`src/rtl/gpio_pkg.sv`:
```
// Shared definitions for the GPIO register-bus initiator: op codes, register
// offsets, FSM states and the offset-legality / read-modify-write helpers.
package gpio_pkg;

  localparam logic [7:0] GPIO_DATA_OFF = 8'h00;
  localparam logic [7:0] GPIO_DIR_OFF  = 8'h04;
  localparam logic [7:0] GPIO_IN_OFF   = 8'h08;

  typedef enum logic [1:0] {
    OP_WRITE = 2'd0,
    OP_READ  = 2'd1,
    OP_SET   = 2'd2,
    OP_CLR   = 2'd3
  } gpio_op_e;

  typedef enum logic [2:0] {
    ST_IDLE,
    ST_RD,
    ST_RD_WAIT,
    ST_WR,
    ST_RSP
  } gpio_state_e;

  // IN is read-only, so only READ may target it.
  function automatic logic gpio_off_legal(gpio_op_e op, logic [31:0] addr);
    logic rw_ok;
    rw_ok = (addr == 32'(GPIO_DATA_OFF)) || (addr == 32'(GPIO_DIR_OFF));
    if (op == OP_READ) begin
      return rw_ok || (addr == 32'(GPIO_IN_OFF));
    end
    return rw_ok;
  endfunction

  function automatic logic [31:0] gpio_rmw(gpio_op_e op, logic [31:0] rdata,
                                           logic [31:0] mask);
    case (op)
      OP_SET:  return rdata | mask;
      OP_CLR:  return rdata & ~mask;
      default: return rdata;
    endcase
  endfunction

endpackage

```
`src/rtl/gpio_bus_master.sv`:
```
// Single-outstanding command initiator for the GPIO register bus with
// plain read/write plus read-modify-write bit set / bit clear.
module gpio_bus_master
  import gpio_pkg::*;
#(
  parameter int unsigned ADDR_W = 8,
  parameter int unsigned DATA_W = 32
) (
  input  logic              clk,
  input  logic              rst_n,
  input  logic              cmd_valid,
  output logic              cmd_ready,
  input  logic [1:0]        cmd_op,
  input  logic [ADDR_W-1:0] cmd_addr,
  input  logic [DATA_W-1:0] cmd_data,
  output logic              rsp_valid,
  input  logic              rsp_ready,
  output logic [DATA_W-1:0] rsp_data,
  output logic              rsp_err,
  output logic              bus_en,
  output logic              bus_wr,
  output logic [ADDR_W-1:0] bus_addr,
  output logic [DATA_W-1:0] bus_wdata,
  input  logic [DATA_W-1:0] bus_rdata
);

  gpio_state_e       state_q;
  gpio_op_e          op_q;
  logic [ADDR_W-1:0] addr_q;
  logic [DATA_W-1:0] data_q;
  logic              cmd_ready_q;
  logic              rsp_valid_q;
  logic [DATA_W-1:0] rsp_data_q;
  logic              rsp_err_q;
  logic              bus_en_q;
  logic              bus_wr_q;
  logic [ADDR_W-1:0] bus_addr_q;
  logic [DATA_W-1:0] bus_wdata_q;

  gpio_op_e          cmd_op_e;
  logic              cmd_legal;
  logic [DATA_W-1:0] rmw_val;

  always_comb begin
    cmd_op_e  = gpio_op_e'(cmd_op);
    cmd_legal = gpio_off_legal(cmd_op_e, 32'(cmd_addr));
    rmw_val   = DATA_W'(gpio_rmw(op_q, 32'(bus_rdata), 32'(data_q)));
  end

  // Outputs are registered alongside the state so each one reflects the state
  // being entered; bus signals default to zero so a strobe lasts one cycle.
  always_ff @(posedge clk or negedge rst_n) begin
    if (!rst_n) begin
      state_q     <= ST_IDLE;
      op_q        <= OP_WRITE;
      addr_q      <= '0;
      data_q      <= '0;
      cmd_ready_q <= 1'b0;
      rsp_valid_q <= 1'b0;
      rsp_data_q  <= '0;
      rsp_err_q   <= 1'b0;
      bus_en_q    <= 1'b0;
      bus_wr_q    <= 1'b0;
      bus_addr_q  <= '0;
      bus_wdata_q <= '0;
    end else begin
      bus_en_q    <= 1'b0;
      bus_wr_q    <= 1'b0;
      bus_addr_q  <= '0;
      bus_wdata_q <= '0;
      case (state_q)
        ST_IDLE: begin
          if (cmd_valid && cmd_ready_q) begin
            op_q        <= cmd_op_e;
            addr_q      <= cmd_addr;
            data_q      <= cmd_data;
            cmd_ready_q <= 1'b0;
            if (!cmd_legal) begin
              state_q     <= ST_RSP;
              rsp_valid_q <= 1'b1;
              rsp_err_q   <= 1'b1;
              rsp_data_q  <= '0;
            end else if (cmd_op_e == OP_WRITE) begin
              state_q     <= ST_WR;
              bus_en_q    <= 1'b1;
              bus_wr_q    <= 1'b1;
              bus_addr_q  <= cmd_addr;
              bus_wdata_q <= cmd_data;
            end else begin
              state_q    <= ST_RD;
              bus_en_q   <= 1'b1;
              bus_addr_q <= cmd_addr;
            end
          end else begin
            cmd_ready_q <= 1'b1;
          end
        end
        ST_RD: state_q <= ST_RD_WAIT;
        ST_RD_WAIT: begin
          if (op_q == OP_READ) begin
            state_q     <= ST_RSP;
            rsp_valid_q <= 1'b1;
            rsp_err_q   <= 1'b0;
            rsp_data_q  <= bus_rdata;
          end else begin
            state_q     <= ST_WR;
            data_q      <= rmw_val;
            bus_en_q    <= 1'b1;
            bus_wr_q    <= 1'b1;
            bus_addr_q  <= addr_q;
            bus_wdata_q <= rmw_val;
          end
        end
        ST_WR: begin
          state_q     <= ST_RSP;
          rsp_valid_q <= 1'b1;
          rsp_err_q   <= 1'b0;
          rsp_data_q  <= data_q;
        end
        ST_RSP: begin
          if (rsp_ready) begin
            state_q     <= ST_IDLE;
            cmd_ready_q <= 1'b1;
            rsp_valid_q <= 1'b0;
            rsp_err_q   <= 1'b0;
            rsp_data_q  <= '0;
          end
        end
        default: begin
          state_q     <= ST_IDLE;
          cmd_ready_q <= 1'b0;
          rsp_valid_q <= 1'b0;
          rsp_err_q   <= 1'b0;
          rsp_data_q  <= '0;
        end
      endcase
    end
  end

  assign cmd_ready = cmd_ready_q;
  assign rsp_valid = rsp_valid_q;
  assign rsp_data  = rsp_data_q;
  assign rsp_err   = rsp_err_q;
  assign bus_en    = bus_en_q;
  assign bus_wr    = bus_wr_q;
  assign bus_addr  = bus_addr_q;
  assign bus_wdata = bus_wdata_q;

endmodule

```
`config.mk`:
```
export PLATFORM = sky130hd
export DESIGN_NAME = gpio_bus_master
export DESIGN_NICKNAME = d
export VERILOG_FILES = /design/src/rtl/gpio_pkg.sv /design/src/rtl/gpio_bus_master.sv
export SDC_FILE = /design/constraint.sdc
export NUM_CORES = 1
export LEC_CHECK = 0
export ABC_CLOCK_PERIOD_IN_PS = 6050
export CORE_AREA = 8 8 114 116
export DETAILED_ROUTE_END_ITERATION = 6
export DIE_AREA = 0 0 122 124
export HOLD_SLACK_MARGIN = 0.02
export PLACE_DENSITY_LB_ADDON = 0.2
export SETUP_SLACK_MARGIN = 0.4
export SLEW_MARGIN = 20
export SYNTH_ARGS = -nofsm -noshare
export SYNTH_HDL_FRONTEND = slang
export SYNTH_SLANG_ARGS = --single-unit
```
`constraint.sdc`:
```
create_clock -name clk -period 6.05 [get_ports clk]
set_input_delay 1.21 -clock clk [delete_from_list [all_inputs] [get_ports clk]]
set_output_delay 1.21 -clock clk [all_outputs]
set_load 0.02 [all_outputs]
```
# Word-level counts from Yosys, hierarchy flattened
# Index checks and enable logic that the tools add are counted.
[word_totals]
regBits = 122
inputBits = 78
[classes]
eq_ne = 15
n_mux = 45
bitwise = 5
reduce_logical = 13
[op_table]
columns = ["cell", "n"]
rows = [
  ["$mux W32", 10],
  ["$pmux W32 S2", 3],
  ["$pmux W32 S5", 1],
  ["$and A32 B32 Y32", 1],
  ["$not A32 Y32", 1],
  ["$or A32 B32 Y32", 1],
  ["$mux W8", 3],
  ["$mux W1", 16],
  ["$pmux W8 S2", 1],
  ["$pmux W3 S5", 1],
  ["$mux W3", 4],
  ["$ne A2 B2 Y1 const B", 5],
  ["$eq A8 B3 Y1 const B", 1],
  ["$eq A8 B4 Y1 const B", 1],
  ["$logic_not A8 Y1", 1],
  ["$eq A3 B2 Y1 const B", 2],
  ["$reduce_and A2 Y1", 3],
  ["$pmux W1 S5", 1],
  ["$reduce_and A5 Y1", 1],
  ["$eq A2 B1 Y1 const B", 2],
  ["$eq A2 B2 Y1 const B", 2],
  ["$pmux W1 S2", 2],
  ["$pmux W1 S4", 1],
  ["$eq A3 B1 Y1 const B", 1],
  ["other kinds (11)", 13],
]

# Longest topological paths before layout
# Gate-level depths: netlist (run 1).
[depth]
word_depth = 8
ltp_mapped = 7
mapped_depth_nobuf = 4

# Worst setup path after synthesis (run 1)
# Ideal clock, no wire load.
[synth_timing]
kind = "input to register"
start = "in cmd_addr[0]"
end = "reg rsp_data_q[10], in the netlist rsp_data[10]"
setup_time_ns = 0.125
arrival_ns = 3.000
required_ns = 5.925
slack_ns = 2.925
cell_stages = 6
n_path_buf = 2
cell_sequence = "or4_4 a2111o_1 o221a_1 buf_6 buf_12 mux2_4"
[synth_between]
elab_chain_cells = 7
[synth_rtl]
columns = ["item", "line", "rtl"]
rows = [
  ["start: declaration", "gpio_bus_master.sv:14", "input logic [ADDR_W-1:0] cmd_addr,"],
  ["$eq A8 B3 Y1 or $logic_not A8 Y1 (tied branches)", "gpio_pkg.sv:27", "rw_ok = (addr == 32'(GPIO_DATA_OFF)) || (addr == 32'(GPIO_DIR_OFF));"],
  ["$logic_or A1 B1 Y1", "gpio_pkg.sv:27", ""],
  ["$logic_or A1 B1 Y1", "gpio_pkg.sv:29", "return rw_ok || (addr == 32'(GPIO_IN_OFF));"],
  ["$mux W1", "gpio_pkg.sv:28", "if (op == OP_READ) begin"],
  ["$mux W1 (*)", "gpio_pkg.sv:31", "return rw_ok;"],
  ["$ne A2 B2 Y1 (no source line) (*)", "-", ""],
  ["$reduce_and A5 Y1 (no source line) (*)", "-", ""],
  ["end signal: assignment", "gpio_bus_master.sv:104", "rsp_data_q <= bus_rdata;"],
  ["end signal: assignment", "gpio_bus_master.sv:118", "rsp_data_q <= data_q;"],
  ["end: declaration", "gpio_bus_master.sv:33", "logic [DATA_W-1:0] rsp_data_q;"],
]
# Mark *: on every way between the ends. The rest lies on a longest branch, timed or not. The select of a mux whose other input is x is not followed.
# A chain may end at the register's enable or synchronous reset.

# Worst setup path after layout (run 1)
[layout_timing]
start = "in cmd_op[0]"
end = "reg bus_wdata_q[17], in the netlist bus_wdata[17]"
[layout_between]
elab_chain_cells = 6
[layout_rtl]
columns = ["item", "line", "rtl"]
rows = [
  ["start: declaration", "gpio_bus_master.sv:13", "input logic [1:0] cmd_op,"],
  ["$eq A2 B1 Y1", "gpio_pkg.sv:28", ""],
  ["$mux W1", "gpio_pkg.sv:28", ""],
  ["$mux W1", "gpio_pkg.sv:31", ""],
  ["$mux W32 (*)", "gpio_bus_master.sv:78", "if (!cmd_legal) begin"],
  ["$mux W32 (*)", "gpio_bus_master.sv:73", "if (cmd_valid && cmd_ready_q) begin"],
  ["$pmux W32 S2 (*)", "gpio_bus_master.sv:71", "case (state_q)"],
  ["end signal: assignment", "gpio_bus_master.sv:88", "bus_wdata_q <= cmd_data;"],
  ["end signal: assignment", "gpio_bus_master.sv:111", "bus_wdata_q <= rmw_val;"],
  ["end: declaration", "gpio_bus_master.sv:38", "logic [DATA_W-1:0] bus_wdata_q;"],
]
# Mark *: on every way between the ends. The rest lies on a longest branch, timed or not.

==> out/results.tsv, run 1 <==
metric	value	unit
status	finished clean	
crit-reg2reg-launch	state_q[0]	
buffer_cell_driving_the_clock_tree_root	clkbuf_16	
setup_repair_after_global_routing_missed_its_margin	false	
worst_ir_drop_vdd	228.5	uV
first_global_vias	4842	
worst_slack	2.566	ns
multi_input_comb_area	0.002465	mm^2
synth_flop_cell	dfrtp_1	
post-route-drc-count	0	
asyncSetResetFlopFracSynth	100.0	%
floorplan.die_area	0.01513	mm^2
crit_arrival	3.82	ns
max_slew.worst_pin.slew	1.060	ns
core_area	0.01117	mm^2
postCtsSetupBuffers	0	
maxClockFrequency	287.0	MHz
maximum_fanout_encountered_on_the_critical_timing_path	33	
finalWorstPathRequiredPeriod	3.484	ns
htreeDepth	4	
port_buffers	154	
mostFrequentLayoutCell	clkdlybuf4s50_1	
grt-ovfl-total	0	
route.final.wire_length	15990	um
fin_setup_tns	0	ns
finalCritPeriodShare	57.59	%
syn_avg_cell_area	11.44	um^2
drv_cap	0	
worst_setup_path_end_kind	register	
skew	0.006797	ns
antenna_left	0	
syn-num-nets	579	
nets	717	
dieWidth	122	um
endpoint	bus_wdata[17]	
antenna_cells	0	
grt_use_total	21.64	%
timing.critical_path.slowest_stage_cell	a2111oi_0	
place_congestion	0.7947	
post_cts_resize_count	0	
grt_max_degree	77	
viasPerCell	5.816	
post_cts_hold_buffer_count	0	
io-pin-count	155	
timing.critical_path.required	6.39	ns
setup_viol_count_final	0	
rr_worst_depth	5	
seq_area	0.003054	mm^2
hold_path_class	register to register	
synth.yosys.warnings	0	
most-common-layout-cells	clkdlybuf4s50_1, dfrtp_1, a22o_1, a21oi_1, nor2_1	
via_total_after_detailed_routing	4624	
antenna_violations_before_repair	0	
tritoncts_clock_tree	built	
ctsLongestPathBuffers	2	
syn-instance-count	501	
detailedRoute.firstPassIterationCount	5	
synth_area	0.005732	mm^2
core.rowCount	39	
synth.ff_latch_count	122	
edff_count_synth	0	
p_leak	3.408	nW
grt_first_pass_wirelength	25610	um
dp_worst_setup_slack	2.216	ns
worstSkewPairLatency	0.41	ns
tritoncts.num_buffers	17	
place.detailed.hpwl	10210	um
timing.final.hold_violations	0	
critPathLaunchType	primary input	
slew_headroom	29.36	%
r2r-end	data_q[25]	
initial_utilization	51.29	%
r2r_slack	3.39	ns
detailedRoute.firstIterationViolations	448	
ys_types	37	
floorplan.die.height	124	um
power_density	369.1	mW/mm^2
flow.area_growth_from_synthesis	39.03	%
filler_cell_count	795	
crit_path_max_cell_delay	0.75	ns
clkTransAtPathRegs	0.05	ns
sequential_cell_area_fraction_in_the_yosys_report	53.26	%
drive_gt1_share	12.58	%
maxSlewViolCount	0	
clock_sinks	122	
worstSetupPathType	primary input to register	
crit_path_start	cmd_op[0]	
crit_path_cell_trace	clkdlybuf4s50_1 -> or3b_2 -> a2111oi_0 -> and3_1 -> buf_4 -> a22o_1	
route.detailed.wl_per_inst	20.11	um
-- per-stage QoR --
step | hold WS [ns] | power, mW | util [%] | cells | cell area (um^2)
finish | 0.4685 | 2.941 | 71.31 | 795 | 7969
global route | 0.4952 | 3.092 | 71.31 | 795 | 7969
CTS | 0.4751 | 2.950 | 71.07 | 794 | 7941
detailed placement | 0.4614 | 1.848 | 65.37 | 762 | 7305
global placement | 0.4509 | 1.812 | 65.37 | 762 | 7305
floorplan | 0.4374 | 1.645 | - | 501 | 5732
-- how the worst min path moves through the flow --
stage,startpoint,endpoint,cells past startpoint
after floorplan,addr_q[0],addr_q[0],2
after global placement,addr_q[0],addr_q[0],2
after detailed placement,addr_q[5],addr_q[5],2
after CTS,addr_q[5],addr_q[5],2
after global routing,addr_q[4],addr_q[4],2
final,addr_q[5],addr_q[5],2
-- layer usage --
metal | part of all wire, % | vias to the layer above | GRT usage [%]
met5 | 0 | - | 0
li1 | - | 2141 | -
met4 | 1.9 | 0 | 7.864
met2 | 49 | 173 | 35.02
met3 | 8.9 | 24 | 8.341
met1 | 41 | 2286 | 25.85
-- cell families after synthesis --
family	Yosys count	synth area share, %
buffers and inverters	46	4.235
DFF	122	53.26
AOI/OAI and AO/OA	179	21.31
muxes	68	14.49
and+or+nand+nor	86	6.702
-- synthesized netlist by cell type (3+ instances only) --
library cell  number  share of area (%)
nand2_1           26                1.7
mux2_4            28                7.3
a21oi_1           65                5.7
o22ai_1            3               0.33
nor2b_1            4               0.44
mux2i_1           32                5.6
clkbuf_1          32                2.1
nor2_1            38                2.5
buf_12             3                1.0
buf_1              3               0.20
and2_1             7               0.76
a31oi_1           31                3.4
a22o_1            66                 10
dfrtp_1          122                 53
buf_4              3               0.39
mux2_2             8                1.6
o21ai_0            5               0.44
-- area by class of cell --
type	instances	share of cell area, %
sequential	122	38.33
timing repair buffer	163	20.41
inverter	2	0.09421
clock inverter	8	2.073
tap	143	2.245
clock buffer	24	5.919
multi-input combinational	333	30.93
-- where the power goes --
part | leakage [nW] | switching (mW) | internal, mW
clock | 0.312 | 0.342 | 0.751
combinational | 1.52 | 0.457 | 0.289
sequential | 1.58 | 0.137 | 0.965
total | 3.41 | 0.936 | 2.01
-- state kept, by name, summed over array words and instances, names as in the netlist, 2 cells and up --
register / flops
state_q: 3
data_q: 32
bus_wdata: 32
bus_addr: 8
op_q: 2
rsp_data: 32
addr_q: 8
-- critical path: cells and delay by family --
kind / cells / cell delay (ns)
compound gates: 2 / 0.98
buf+inv: 2 / 0.89
simple gates: 2 / 0.72
Note: power is estimated with default switching activity, not from simulation.
==> run 2, diff against run 1 <==
--- a/config.mk
+++ b/config.mk
@@ -5,10 +5,10 @@
 export SDC_FILE = /design/constraint.sdc
 export NUM_CORES = 1
 export LEC_CHECK = 0
-export ABC_CLOCK_PERIOD_IN_PS = 6050
-export CORE_AREA = 8 8 114 116
+export ABC_CLOCK_PERIOD_IN_PS = 3500
+export CORE_AREA = 8 8 118 120
 export DETAILED_ROUTE_END_ITERATION = 6
-export DIE_AREA = 0 0 122 124
+export DIE_AREA = 0 0 126 128
 export HOLD_SLACK_MARGIN = 0.02
 export PLACE_DENSITY_LB_ADDON = 0.2
 export SETUP_SLACK_MARGIN = 0.4
==> constraint.sdc (replaced) <==
create_clock -name clk -period 3.5 [get_ports clk]
set_input_delay 0.7 -clock clk [delete_from_list [all_inputs] [get_ports clk]]
set_output_delay 0.7 -clock clk [all_outputs]
set_load 0.02 [all_outputs]
==> out/results.tsv, run 2 (synthesis results as in run 1) <==
metric	value	unit	change
via_total_after_detailed_routing	4588		-0.78%
initial_utilization	46.95	%	-4.3 points
route.detailed.wl_per_inst	19.67	um	-2.2%
crit_path_start	cmd_op[0]		
worst_ir_drop_vdd	361.4	uV	+58%
setup_repair_after_global_routing_missed_its_margin	false		
worstSkewPairLatency	0.42	ns	about the same
place.detailed.hpwl	10320	um	+1.0%
ctsLongestPathBuffers	2		unchanged
critPathLaunchType	primary input		
core_area	0.01221	mm^2	+9.3%
grt-ovfl-total	0		unchanged
antenna_cells	0		unchanged
hold_path_class	primary input to asynchronous set/reset pin		
grt_max_degree	73		-5.2%
buffer_cell_driving_the_clock_tree_root	clkbuf_16		
grt_first_pass_wirelength	25410	um	-0.78%
tritoncts_clock_tree	built		
route.final.wire_length	15790	um	-1.2%
postCtsSetupBuffers	0		unchanged
maxClockFrequency	362.6	MHz	
power_density	618.2	mW/mm^2	+67%
htreeDepth	4		unchanged
crit-reg2reg-launch	state_q[2]		
clkTransAtPathRegs	0.05	ns	about the same
antenna_violations_before_repair	0		unchanged
first_global_vias	4753		-1.8%
flow.area_growth_from_synthesis	38.90	%	about the same
viasPerCell	5.714		-1.8%
max_slew.worst_pin.slew	1.059	ns	-0.0003316 ns
post_cts_hold_buffer_count	0		unchanged
finalCritPeriodShare	78.79	%	
layout.core_utilization	65.21	%	-6.1 points
port_buffers	154		unchanged
drive_gt1_share	13.48	%	+0.90 points
slew_headroom	29.21	%	-0.15 points
worst_setup_path_end_kind	register		
multi_input_comb_area	0.002465	mm^2	unchanged
setup_viol_count_final	0		unchanged
floorplan.die_area	0.01613	mm^2	+6.6%
worstSetupPathType	primary input to register		
post-route-drc-count	0		unchanged
skew	0.006713	ns	-0.00008443 ns
detailedRoute.firstIterationViolations	408		-8.9%
fin_hold_ws	0.3962	ns	-0.07231 ns
crit_arrival	3.05	ns	-0.77 ns
maxSlewViolCount	0		unchanged
timing.critical_path.required	3.80	ns	-2.59 ns
most-common-layout-cells	clkdlybuf4s50_1, dfrtp_1, a22o_1, a21oi_1, nor2_1		
nets	718		+0.14%
post_cts_resize_count	0		unchanged
p_leak	3.397	nW	-0.32%
worst_slack	0.7425	ns	-1.823 ns
design_power_total	4.921	mW	+67%
maximum_fanout_encountered_on_the_critical_timing_path	34		+3.0%
io-pin-count	155		unchanged
tritoncts.num_buffers	17		unchanged
clock_sinks	122		unchanged
drv_cap	0		unchanged
dieWidth	126	um	+3.3%
dp_worst_setup_slack	0.3316	ns	-1.884 ns
fin_setup_tns	0	ns	unchanged
filler_cell_count	988		+24%
status	finished clean		
grt_use_total	20.02	%	-1.6 points
antenna_left	0		unchanged
floorplan.die.height	128	um	+3.2%
finalWorstPathRequiredPeriod	2.758	ns	
place_congestion	0.8011		+0.81%
seq_area	0.003054	mm^2	unchanged
mostFrequentLayoutCell	clkdlybuf4s50_1		
core.rowCount	41		+5.1%
timing.final.hold_violations	0		unchanged
detailedRoute.firstPassIterationCount	5		unchanged
run 2: final cells by class:
cell class / instances / share of cell area (%)
well taps: 150 / 2.357
flip-flops and latches: 122 / 38.36
clock inverters: 15 / 1.980
clock buffers: 17 / 5.343
multi-input cells: 333 / 30.96
repair buffers: 164 / 20.90
inverters: 2 / 0.09430
run 2: layer usage:
metal	global-route usage [%]	up-vias	wire, um
met3	7.488	23	1360
met1	23.83	2248	6611
met2	31.99	174	7540
met4	8.563	0	281
li1	-	2143	-
met5	0	-	0
run 2: where the power goes:
group / switching [mW] / internal (mW) / leakage, nW
logic: 0.788 / 0.516 / 1.53
clock network: 0.619 / 1.10 / 0.288
registers: 0.227 / 1.67 / 1.58
run 2: final timing paths:
check                           slack (ns)       endpoint  cells after the start
worst max-delay path                  0.74   rsp_data[16]                      6
worst min-delay path                  0.40   bus_wdata[8]                      1
worst max register to register        1.20     data_q[21]                      5
worst min register to register        0.47      addr_q[0]                      2
max in group asynchronous             2.32  bus_wdata[20]                      2
min in group clk                      0.47      addr_q[0]                      2
run 2: worst max-delay path, stage by stage:
cell and delay, ns:
clkdlybuf4s50_1 0.51, or3b_2 0.48, a2111o_1 0.50, o221a_2 0.32
buf_12 0.20, mux2_4 0.32
run 2: per-stage QoR:
stage                     std cells  area (um^2)
after floorplan                 501         5732
after global placement          771         7378
after detailed placement        771         7378
after CTS                       803         7961
after global routing            803         7961
final                           803         7961
==> run 3, diff against run 2 <==
--- a/config.mk
+++ b/config.mk
@@ -5,10 +5,10 @@
 export SDC_FILE = /design/constraint.sdc
 export NUM_CORES = 1
 export LEC_CHECK = 0
-export ABC_CLOCK_PERIOD_IN_PS = 3500
-export CORE_AREA = 8 8 118 120
+export ABC_CLOCK_PERIOD_IN_PS = 2500
+export CORE_AREA = 8 8 124 126
 export DETAILED_ROUTE_END_ITERATION = 6
-export DIE_AREA = 0 0 126 128
+export DIE_AREA = 0 0 132 134
 export HOLD_SLACK_MARGIN = 0.02
 export PLACE_DENSITY_LB_ADDON = 0.2
 export SETUP_SLACK_MARGIN = 0.4
==> constraint.sdc (replaced) <==
create_clock -name clk -period 2.5 [get_ports clk]
set_input_delay 0.5 -clock clk [delete_from_list [all_inputs] [get_ports clk]]
set_output_delay 0.5 -clock clk [all_outputs]
set_load 0.02 [all_outputs]
==> out/results.tsv, run 3 (synthesis results as in run 1) <==
metric	value	unit	change
grt_max_degree	123		+68%
grt_use_total	19.04	%	-0.97 points
detailedRoute.firstIterationViolations	310		-24%
viasPerCell	5.541		-3.0%
tritoncts_clock_tree	built		
first_global_vias	4786		+0.69%
setup_repair_after_global_routing_missed_its_margin	true		
io-pin-count	155		unchanged
fin_hold_ws	0.1410	ns	-0.2552 ns
flop_pwr_share	37.9	%	-0.6 points
most-common-layout-cells	clkdlybuf4s50_1, dfrtp_1, a22o_1, a21oi_1, nor2_1		
flow.area_growth_from_synthesis	42.74	%	
core_area	0.01350	mm^2	+11%
grt_first_pass_wirelength	26620	um	+4.8%
instances_no_fill	848		+5.6%
worst_ir_drop_vdd	541.4	uV	+50%
worst_setup_path_end_kind	register		
finalCritPeriodShare	83.79	%	
port_buffers	154		unchanged
crit_arrival	2.39	ns	-0.66 ns
antenna_cells	0		unchanged
antenna_left	0		unchanged
clock_sinks	122		unchanged
p_leak	3.501	nW	+3.1%
skew	0.01143	ns	+0.004713 ns
fin_setup_tns	0	ns	unchanged
tritoncts.num_buffers	17		unchanged
core.rowCount	43		+4.9%
hold_path_class	primary input to asynchronous set/reset pin		
floorplan.die_area	0.01769	mm^2	+9.7%
net-switching-power	2.315	mW	+42%
post-route-drc-count	0		unchanged
max_slew.worst_pin.slew	0.6836	ns	-0.3756 ns
worstSkewPairLatency	0.42	ns	about the same
power.share.clock	32.1	%	-2.9 points
setup_viol_count_final	0		unchanged
slew_headroom	54.42	%	+25 points
clkTransAtPathRegs	0.05	ns	about the same
design_power_total	6.992	mW	+42%
nets	735		+2.4%
dieWidth	132	um	+4.8%
grt-ovfl-total	0		unchanged
mostFrequentLayoutCell	clkdlybuf4s50_1		
htreeDepth	4		unchanged
place.detailed.hpwl	10510	um	+1.8%
detailedRoute.firstPassIterationCount	5		unchanged
layout.core_utilization	60.59	%	-4.6 points
sw_frac_of_total	33.11	%	-0.093 points
number_of_instances_in_the_placed_design	811		+5.2%
status	finished clean		
buffer_cell_driving_the_clock_tree_root	clkbuf_16		
place_congestion	0.7625		-4.8%
ctsLongestPathBuffers	2		unchanged
floorplan.die.height	134	um	+4.7%
drv_cap	0		unchanged
maxClockFrequency	477.4	MHz	
via_total_after_detailed_routing	4699		+2.4%
maximum_fanout_encountered_on_the_critical_timing_path	11		-68%
route.final.wire_length	16660	um	+5.5%
drive_gt1_share	15.72	%	+2.2 points
route.detailed.wl_per_inst	19.65	um	-0.11%
antenna_violations_before_repair	0		unchanged
maxSlewViolCount	0		unchanged
worstSetupPathType	primary input to register		
timing.final.hold_violations	0		unchanged
finalWorstPathRequiredPeriod	2.095	ns	
critPathLaunchType	primary input		
timing.critical_path.required	2.80	ns	-1.00 ns
power_density	854.6	mW/mm^2	+38%
power.share.combinational	30.0	%	+3.5 points
initial_utilization	42.44	%	-4.5 points
power.internal	4.677	mW	+42%
-- run 3: cell count changes in the layout (fill, tap and decap cells not counted), moves of 7 or more --
cell / before / now
buf_4: 7 / 18
clkbuf_1: 0 / 7
clkdlybuf4s50_1: 153 / 146
clkinv_2: 9 / 2
-- run 3: final cells by class --
| type | count | area (um^2) |
|---|---|---|
| fillers | 1101 | 5323 |
| flip-flops and latches | 122 | 3054 |
| multi-input cells | 333 | 2491 |
| repair buffers | 181 | 1871 |
| clock buffers | 27 | 493.0 |
| well taps | 180 | 225.2 |
| clock inverters | 3 | 40.04 |
| inverters | 2 | 7.507 |
-- run 3: path summary, 6_finish.rpt --
check | end | slack [ns] | startpoint | cells after the start
max | rsp_data[10] | 0.41 | cmd_addr[1] | 6
min | bus_wdata[10] | 0.14 | rst_n | 2
max reg2reg | rsp_data[10] | 0.49 | state_q[0] | 4
min reg2reg | addr_q[7] | 0.46 | addr_q[7] | 2
max in group asynchronous | op_q[1] | 1.79 | rst_n | 2
min in group clk | addr_q[1] | 0.28 | cmd_addr[1] | 3
-- run 3: through the flow --
stage / setup WS, ns / cell area (um^2)
after floorplan: 0.1643 / 5741
final: 0.4052 / 8182
after detailed placement: -0.2882 / 7512
after global placement: -0.2808 / 7512
after CTS: 0.4032 / 8135
after global routing: 0.3990 / 8182
-- run 3: metal layers --
metal  GRT usage (%)  share of wire, %
met2           29.37                47
met3           7.405               7.4
met1           23.87                44
met4           6.701               1.5
met5               0                 0
-- run 3: what timing repair did --
action | 4_1_cts | 5_1_grt
buffers inserted | 0 | 3
gates cloned | 3 | 1
pin swaps | 5 | 4
resized for setup | 19 | 13
hold buffers | 0 | 0
setup endpoints to repair | 69 | 89
-- run 3: critical path: stages --
cell and delay [ns]:
buf_6 0.09, or4_4 0.54, a2111o_1 0.40, o221a_4 0.37, buf_8 0.19, mux2_4 0.30
-- run 3: power groups by stage --
| stage | Clock [mW] | Sequential (mW) | Combinational (mW) |
|---|---|---|---|
| 3_5_place_dp | 0 | 2.67 | 1.87 |
| 5_1_grt | 2.38 | 2.72 | 2.31 |
| 3_3_place_gp | 0 | 2.66 | 1.81 |
| 6_report | 2.25 | 2.65 | 2.10 |
| 4_1_cts | 2.28 | 2.64 | 2.09 |
| 2_1_floorplan | 0 | 2.63 | 1.36 |
